## src/rtl/encoder_index_fifo_pkg.sv

```systemverilog
// ============================================================================
// encoder_pkg : width helpers shared by the encoder index FIFO slice
// Rev 1.0 - initial release
// ============================================================================
`default_nettype none

package encoder_pkg;

  // Binary index width for a one-hot vector; never narrower than one bit.
  function automatic int idx_width(input int width);
    return (width > 1) ? $clog2(width) : 1;
  endfunction

  // Occupancy counter width; one extra bit so DEPTH itself is representable.
  function automatic int cnt_width(input int depth);
    return $clog2(depth) + 1;
  endfunction

  // Packed entry width: msb index, lsb index, span (one bit wider) and zero flag.
  function automatic int entry_width(input int width);
    return 3 * idx_width(width) + 2;
  endfunction

endpackage

`default_nettype wire

```

## src/rtl/encoder_index_fifo_if.sv

```systemverilog
// ============================================================================
// encoder_index_fifo_if : valid/ready drain port of the encoder index FIFO
// Rev 1.0 - initial release
// ============================================================================
`default_nettype none

interface encoder_index_fifo_if
  import encoder_pkg::*;
#(
  parameter int WIDTH = 16
);
  localparam int IDX_W = idx_width(WIDTH);

  logic [IDX_W-1:0] msb_idx_o;
  logic [IDX_W-1:0] lsb_idx_o;
  logic [IDX_W:0]   span_o;
  logic             zero_o;
  logic             out_val_o;
  logic             out_ready_i;

  modport master (
    output msb_idx_o, lsb_idx_o, span_o, zero_o, out_val_o,
    input  out_ready_i
  );

  modport slave (
    input  msb_idx_o, lsb_idx_o, span_o, zero_o, out_val_o,
    output out_ready_i
  );

endinterface

`default_nettype wire

```

## src/rtl/encoder_index_fifo_onehot_to_bin.sv

```systemverilog
// ============================================================================
// onehot_to_bin : combinational one-hot to binary index (OR of set positions)
// Rev 1.0 - initial release
// ============================================================================
`default_nettype none

module onehot_to_bin
  import encoder_pkg::*;
#(
  parameter  int WIDTH = 16,
  localparam int IDX_W = idx_width(WIDTH)
) (
  input  logic [WIDTH-1:0] onehot_i,
  output logic [IDX_W-1:0] idx_o
);

  // Exact for a true one-hot; malformed inputs yield the OR of all positions.
  always_comb begin
    idx_o = '0;
    for (int i = 0; i < WIDTH; i++) begin
      if (onehot_i[i]) idx_o = idx_o | IDX_W'(i);
    end
  end

endmodule

`default_nettype wire

```

## src/rtl/encoder_index_fifo.sv

```systemverilog
// ============================================================================
// encoder_index_fifo : encoder one-hot pair -> index/span entries, drop on full
// Optional malformed-input check and err_o port: ENCODER_ONEHOT_CHECK_EN
// Rev 1.0 - initial release
// ============================================================================
`default_nettype none

module encoder_index_fifo
  import encoder_pkg::*;
#(
  parameter  int WIDTH = 16,
  parameter  int DEPTH = 4,
  localparam int IDX_W = idx_width(WIDTH),
  localparam int CNT_W = cnt_width(DEPTH)
) (
  input  logic                 clk_i,
  input  logic                 arst_i,
  input  logic [WIDTH-1:0]     data_left_i,
  input  logic [WIDTH-1:0]     data_right_i,
  input  logic                 data_val_i,
  encoder_index_fifo_if.master out_if,
  output logic [CNT_W-1:0]     used_o,
  output logic                 drop_o
`ifdef ENCODER_ONEHOT_CHECK_EN
  ,
  output logic                 err_o
`endif
);

  localparam int PTR_W = $clog2(DEPTH);

  typedef struct packed {
    logic [IDX_W-1:0] msb_idx;
    logic [IDX_W-1:0] lsb_idx;
    logic [IDX_W:0]   span;
    logic             zero;
  } entry_t;

  logic [IDX_W-1:0] w_msb;
  logic [IDX_W-1:0] w_lsb;
  entry_t           w_entry;
  entry_t           w_head;
  logic             w_malformed;
  logic             w_out_val;
  logic             w_pop;
  logic             w_space;
  logic             w_push;

  entry_t           r_mem [DEPTH];
  logic [PTR_W-1:0] r_wr_ptr;
  logic [PTR_W-1:0] r_rd_ptr;
  logic [CNT_W-1:0] r_used;
  logic             r_drop;

  onehot_to_bin #(.WIDTH(WIDTH)) u_left (
    .onehot_i (data_left_i),
    .idx_o    (w_msb)
  );

  onehot_to_bin #(.WIDTH(WIDTH)) u_right (
    .onehot_i (data_right_i),
    .idx_o    (w_lsb)
  );

  // Span is computed one bit wider so a full-width vector reports WIDTH.
  always_comb begin
    w_entry         = '0;
    w_entry.msb_idx = w_msb;
    w_entry.lsb_idx = w_lsb;
    w_entry.zero    = ~|data_left_i & ~|data_right_i;
    w_entry.span    = w_entry.zero ? '0
                    : {1'b0, w_msb} - {1'b0, w_lsb} + (IDX_W+1)'(1);
  end

`ifdef ENCODER_ONEHOT_CHECK_EN
  logic w_multi_left;
  logic w_multi_right;
  logic w_half_zero;
  logic r_err;

  // v & (v-1) is non-zero exactly when more than one bit is set.
  assign w_multi_left  = |(data_left_i  & (data_left_i  - WIDTH'(1)));
  assign w_multi_right = |(data_right_i & (data_right_i - WIDTH'(1)));
  assign w_half_zero   = (~|data_left_i) ^ (~|data_right_i);
  assign w_malformed   = w_multi_left | w_multi_right | w_half_zero | (w_lsb > w_msb);

  always_ff @(posedge clk_i or posedge arst_i) begin
    if (arst_i) r_err <= 1'b0;
    else        r_err <= data_val_i & w_malformed;
  end

  assign err_o = r_err;
`else
  assign w_malformed = 1'b0;
`endif

  assign w_out_val = (r_used != '0);
  assign w_pop     = w_out_val & out_if.out_ready_i;
  assign w_space   = (r_used != CNT_W'(DEPTH)) | w_pop;
  assign w_push    = data_val_i & w_space & ~w_malformed;

  always_ff @(posedge clk_i or posedge arst_i) begin
    if (arst_i) begin
      r_wr_ptr <= '0;
      r_rd_ptr <= '0;
      r_used   <= '0;
      r_drop   <= 1'b0;
    end else begin
      r_drop <= data_val_i & ~w_push;
      if (w_push) r_wr_ptr <= r_wr_ptr + PTR_W'(1);
      if (w_pop)  r_rd_ptr <= r_rd_ptr + PTR_W'(1);
      case ({w_push, w_pop})
        2'b10:   r_used <= r_used + CNT_W'(1);
        2'b01:   r_used <= r_used - CNT_W'(1);
        default: r_used <= r_used;
      endcase
    end
  end

  // Storage is intentionally not reset; the count alone defines validity.
  always_ff @(posedge clk_i) begin
    if (w_push) r_mem[r_wr_ptr] <= w_entry;
  end

  assign w_head            = r_mem[r_rd_ptr];
  assign out_if.out_val_o  = w_out_val;
  assign out_if.msb_idx_o  = w_out_val ? w_head.msb_idx : '0;
  assign out_if.lsb_idx_o  = w_out_val ? w_head.lsb_idx : '0;
  assign out_if.span_o     = w_out_val ? w_head.span    : '0;
  assign out_if.zero_o     = w_out_val ? w_head.zero    : 1'b0;
  assign used_o            = r_used;
  assign drop_o            = r_drop;

endmodule

`default_nettype wire

```

## src/flat_wrapper.sv

```systemverilog
// flat-port wrapper written by rule: the top's interface ports become plain ports
module encoder_index_fifo_flat import encoder_pkg::*;
#(
  parameter  int WIDTH = 16,
  parameter  int DEPTH = 4,
  localparam int IDX_W = idx_width(WIDTH),
  localparam int CNT_W = cnt_width(DEPTH)
)
  (clk_i, arst_i, data_left_i, data_right_i, data_val_i, used_o, drop_o, out_if_msb_idx_o, out_if_lsb_idx_o, out_if_span_o, out_if_zero_o, out_if_out_val_o, out_if_out_ready_i);
  encoder_index_fifo_if #(.WIDTH(WIDTH)) out_if_i ();
  input  logic clk_i;
  input  logic arst_i;
  input  logic [WIDTH-1:0] data_left_i;
  input  logic [WIDTH-1:0] data_right_i;
  input  logic data_val_i;
  output logic [CNT_W-1:0] used_o;
  output logic drop_o;
  output wire logic [$bits(out_if_i.msb_idx_o)-1:0] out_if_msb_idx_o;
  output wire logic [$bits(out_if_i.lsb_idx_o)-1:0] out_if_lsb_idx_o;
  output wire logic [$bits(out_if_i.span_o)-1:0] out_if_span_o;
  output wire logic [$bits(out_if_i.zero_o)-1:0] out_if_zero_o;
  output wire logic [$bits(out_if_i.out_val_o)-1:0] out_if_out_val_o;
  input wire logic [$bits(out_if_i.out_ready_i)-1:0] out_if_out_ready_i;
  assign out_if_msb_idx_o = out_if_i.msb_idx_o;
  assign out_if_lsb_idx_o = out_if_i.lsb_idx_o;
  assign out_if_span_o = out_if_i.span_o;
  assign out_if_zero_o = out_if_i.zero_o;
  assign out_if_out_val_o = out_if_i.out_val_o;
  assign out_if_i.out_ready_i = out_if_out_ready_i;
  encoder_index_fifo #(.WIDTH(WIDTH), .DEPTH(DEPTH)) u_core (.clk_i(clk_i), .arst_i(arst_i), .data_left_i(data_left_i), .data_right_i(data_right_i), .data_val_i(data_val_i), .out_if(out_if_i), .used_o(used_o), .drop_o(drop_o));
endmodule
```

## config.mk

```make
export PLATFORM = sky130hd
export DESIGN_NAME = encoder_index_fifo_flat
export DESIGN_NICKNAME = d
export VERILOG_FILES = /design/src/rtl/encoder_index_fifo_pkg.sv /design/src/rtl/encoder_index_fifo_if.sv /design/src/rtl/encoder_index_fifo_onehot_to_bin.sv /design/src/rtl/encoder_index_fifo.sv /design/src/flat_wrapper.sv
export SDC_FILE = /design/constraint.sdc
export NUM_CORES = 1
export LEC_CHECK = 0
export ABC_AREA = 0
export CAP_MARGIN = 5
export CORE_MARGIN = 4
export CORE_UTILIZATION = 40
export CTS_BUF_LIST = sky130_fd_sc_hd__clkbuf_4 sky130_fd_sc_hd__clkbuf_8
export DETAILED_ROUTE_END_ITERATION = 8
export SKIP_LAST_GASP = 1
export SLEW_MARGIN = 40
export SYNTH_ARGS = -nofsm -noshare
export SYNTH_HDL_FRONTEND = slang
export SYNTH_SLANG_ARGS = --single-unit
```

## constraint.sdc

```tcl
create_clock -name clk_i -period 5.35 [get_ports clk_i]
set_input_delay 1.3375 -clock clk_i [delete_from_list [all_inputs] [get_ports clk_i]]
set_output_delay 1.3375 -clock clk_i [all_outputs]
set_load 0.05 [all_outputs]
```

======== Word-level counts from Yosys, hierarchy flattened ========
Memory sizes are Yosys's and may differ from the RTL's.
Index checks and enable logic that the tools add are counted.
storage, ports and cells
  register bits ........................... 8
  RAM bits ................................ 56
  input bits .............................. 36
  logic and storage cells ................. 64
  memories kept ........................... 1
memory list
  memory        words  width  rd ports  clocked after memory_dff  write ports  line                      source
  u_core.r_mem  4      14     1         0                         1            encoder_index_fifo.sv:49  entry_t r_mem [DEPTH];
operators by class
  add/subtract/negate cells ............... 6
  equality and inequality tests ........... 3
  mux-type cells .......................... 38
  bitwise gates (word level) .............. 6
  reductions and logical operators ........ 6
operators with widths
  kind                   count
  $mux W4                18
  $reduce_or A16 Y1      2
  $mux W3                8
  $mux W5                2
  $mux W2                4
  $pmux W3 S2            1
  $add A5 B1 Y5 const B  1
  $mux W1                5
  $sub A4 B4 Y5          1
  $add A2 B1 Y2 const B  2
  $and A1 B1 Y1          4
  $add A3 B1 Y3 const B  1
  $ne A3 B3 Y1 const B   1
  $reduce_bool A3 Y1     1
  $sub A3 B1 Y3 const B  1
  $eq A2 B1 Y1 const B   1
  $eq A2 B2 Y1 const B   1
  $logic_not A1 Y1       2
  $reduce_bool A2 Y1     1
  $not A1 Y1             1
  $or A1 B1 Y1           1

======== Logic depth before layout (Yosys ltp) ========
  depth after elaboration ................. 18
  gate-level depth with buffers ........... 9
  mapped depth without buffers ............ 9

======== Cells and area by module ========
Synthesis repeated with hierarchy kept, for this count alone.
second synthesis, totals
  cells, all modules ...................... 204
  area total of the unflattened synthesis .. 3104.2 um^2
modules (own cells, without submodules)
  module              times used  cells an instance  area an instance (um^2)
  encoder_index_fifo  1           182                2974.1
  onehot_to_bin       2           11                 65.1

======== Worst setup path after synthesis ========
No wires, ideal clock.
  path kind ............................... input to register
  start ................................... input port data_left_i[14]
  end ..................................... memory u_core.r_mem[0][4] in the netlist's numbering, data pin
  setup time .............................. 285 ps
  arrival time ............................ 3184 ps
  path slack .............................. 1881 ps
  stages on the path ...................... 6
  path buffers ............................ 0
  cells stage by stage .................... or4_4 or2_2 ha_1 fa_1 xnor2_1 a21oi_1
RTL lines
  item         line                      source
  from (decl)  flat_wrapper.sv:13        input logic [WIDTH-1:0] data_left_i;
  to (decl)    encoder_index_fifo.sv:49

======== Worst setup path in the final report ========
  start ................................... register u_core.r_rd_ptr[0]
  end ..................................... output port out_if_span_o[3]
between the ends
  word-level cells in the longest chain between the ends .. 2
RTL lines
  item                    line                       source
  from (decl)             encoder_index_fifo.sv:51   logic [PTR_W-1:0] r_rd_ptr;
  from (signal assigned)  encoder_index_fifo.sv:111  if (w_pop) r_rd_ptr <= r_rd_ptr + PTR_W'(1);
  $mem_v2 Z4 W14          -
  $mux W5                 encoder_index_fifo.sv:129  assign out_if.span_o = w_out_val ? w_head.span : '0;
  to (decl)               flat_wrapper.sv:20         output wire logic [$bits(out_if_i.span_o)-1:0] out_if_span_o;
No other way between the ends.

==> summary.txt <==
Seq/Total Area, Yosys - 63.17%
Logic pwr share - 44.5%
Clk pwr share - 20.9%
critical path launch point type - register
std cell rows - 31
Longest Clk Path Bufs - 2
commonest non-fill, non-tap cell in the layout - edfxtp_1
number of port buffers - 54
slowest stage cell, crit path - clkdlybuf4s50_1
critical path endpoint category - output pin
Final GP Congestion - 0.7256
# DRC - 0
H-tree depth - 3
CP arrival - 2.65 ns
Max rail drop VDD - 0.0001808 V
share of Yosys cell area claimed by the top area cell type - 56.45%
WHS Path Cells - 1
layout cell share with drive strength beyond 1 - 16.53%
Die Span Y - 94.30 um
synthesized instance count - 181
Sequential Power Share - 34.6%
Post-Syn Area per Cell - 16.46 um2
CTS tree - done
synth warn - 0
Vias - 1726
most frequent cells in the layout - edfxtp_1 (56), clkdlybuf4s50_1 (54), and2_1 (22)
sw frac - 37.92%
Die W - 94.30 um
remaining global-route overflow - 0
net count reported at finish - 293
drt total wl - 5546 um
Req. time, crit path - 4.01 ns
initial antenna violation count - 0
RSZ-0062 raised after global routing - no
post-CTS setup repair buffer count - 0
Placed Instance Area - 3630 um2
largest net degree at the start of global routing - 18
final hold vios - 0
WL/cell - 15.98 um
Max Cap Viol - 0
area of the multi-input gates - 1027 um2
Sw Pwr - 0.7967 mW
drt pass-1 iters - 4
run status - finished clean
CTS hold repair buffers - 0
crit-path max FO - 9
final instance area - 3862 um2
pwr/cell area - 544.0 nW/um2
Netlist Area Pre-Place - 2979 um2
Final ANT Viol Nets - 0
Tightest Hold Check Type - register to register
fillers - 626
largest area contributor in the netlist - edfxtp_1
Worst-path clk slew - 0.07 ns
Ant. Diodes - 0
register bit total from synthesis - 64
register area - 1882 um2
vias per cell - 4.974
Reg2Reg Depth - 8
vias in the first global route - 1767
Cell variety after synth - 30
DP HPWL - 3986 um
Starting Density - 41.07%
root buffer cell - clkbuf_8
Final min period - 3.991 ns
post_cts resized - 0
CP Class - register to output pin
Setup TNS Final - 0 ns
first-pass GRT wire length - 9108 um
# IOs - 55
Worst path max stage delay - 0.69 ns
Slew @ Worst Pin - 0.7850 ns
clk sinks - 64
Max Freq - 0.2506 GHz
final period utilization - 74.59%
Total GRT Usage - 13.85%
initial DRC count - 48
skew final - 0.01166 ns
Pleak - 1.335 nW
top post-synthesis cells by area - edfxtp_1 (56%), mux4_2 (11%), dfrtp_1 (6.7%)
Critical Path, Cell by Cell - buf_4 > mux4_2 > and2_1 > clkdlybuf4s50_1
Pins Over Slew Limit - 0
Max transition margin - 47.67%
Pint - 1.304 mW
Post-Syn Nets - 231
Core ar. - 7253 um2
die area - 8892 um2
P&R area growth vs syn - 29.65%
clk_lat worst skew - 0.33 ns
endpoints failing setup - 0
CTS Buf Count - 9
-- routing by layer --
layer / GRT usage (%) / vias to the layer above / part of all wire, %
met2: 21.63 / 51 / 47
met4: 5.415 / 0 / 1.5
met1: 17.99 / 849 / 45
li1: - / 818 / -
met5: 0 / - / 0
met3: 4.487 / 8 / 6.5
-- synthesized netlist by cell type --
library cell	instances
and3b_1	1
ha_1	12
nor2_1	3
nor4b_1	1
nand3_1	2
xor2_1	3
a21boi_1	2
nor2b_1	1
or2_2	1
a21oi_1	2
mux2i_1	1
mux2_2	1
or4_1	4
edfxtp_1	56
fa_1	2
nand2b_1	1
a2bb2oi_1	1
inv_1	13
nor4_4	2
a21boi_0	2
xnor2_1	4
nand2_1	2
or4_4	4
and2_1	23
clkbuf_1	2
buf_2	3
or3_1	1
dfrtp_1	8
mux4_2	14
nor4_1	9
-- metrics by stage --
| step | power, mW | hold WS, ns | util, % | worst slack [ns] | cells |
|---|---|---|---|---|---|
| after floorplan | 1.383 | 0.5340 | - | 1.881 | 181 |
| after global placement | 1.684 | 0.4916 | 50.03 | 1.289 | 330 |
| after detailed placement | 1.690 | 0.4952 | 50.04 | 1.226 | 330 |
| after CTS | 2.129 | 0.5048 | 53.10 | 1.269 | 346 |
| after global routing | 2.221 | 0.5327 | 53.25 | 1.135 | 347 |
| final | 2.101 | 0.5029 | 53.25 | 1.359 | 347 |
-- cell families after synthesis --
group / Yosys count / share of synthesized area (%)
buf+inv: 18 / 2.394
xor+xnor: 7 / 2.058
compound gates: 7 / 1.638
mux: 16 / 11.30
flops: 64 / 63.17
simple gates: 55 / 13.06
fa+ha+maj: 14 / 6.384
-- sequential cells by signal, summed over array words and instances (netlist names) --
register / flops
u_core.r_mem: 56
u_core.used_o: 3
u_core.r_rd_ptr: 2
u_core.r_wr_ptr: 2
u_core.drop_o: 1
-- path summary, 6_finish.rpt --
check | endpoint | slack, ns | start
worst max-delay path | out_if_span_o[3] | 1.36 | u_core.r_rd_ptr[0]
worst min-delay path | u_core.used_o[2] | 0.50 | u_core.used_o[2]
worst max register to register | u_core.used_o[2] | 3.10 | u_core.used_o[1]
worst min register to register | u_core.used_o[2] | 0.50 | u_core.used_o[2]
max in group asynchronous | u_core.r_wr_ptr[1] | 3.85 | arst_i
min in group asynchronous | u_core.r_rd_ptr[1] | 1.25 | arst_i
-- layout make-up --
type | instances | share of cell area, %
sequential | 64 | 48.72
multi-input combinational | 99 | 26.60
timing repair buffer | 56 | 14.48
clock buffer | 14 | 4.827
tap | 99 | 3.207
inverter | 13 | 1.263
clock inverter | 2 | 0.9070
-- power by group through the flow --
stage          logic [mW]  registers (mW)  clock network, mW
2_1_floorplan       0.647           0.736                  0
3_3_place_gp        0.943           0.741                  0
3_5_place_dp        0.948           0.742                  0
4_1_cts             0.949           0.732              0.448
5_1_grt              1.00           0.744              0.474
6_report            0.935           0.727              0.439
-- worst max-delay path, delay by kind of cell (launching register included) --
family                 cells  cell delay (ns)
AND/OR/NAND/NOR            1             0.17
multiplexers               1             0.53
flip-flops                 1             0.61
buffers and inverters      2             1.00
Note: power is estimated with default switching activity, not from simulation.
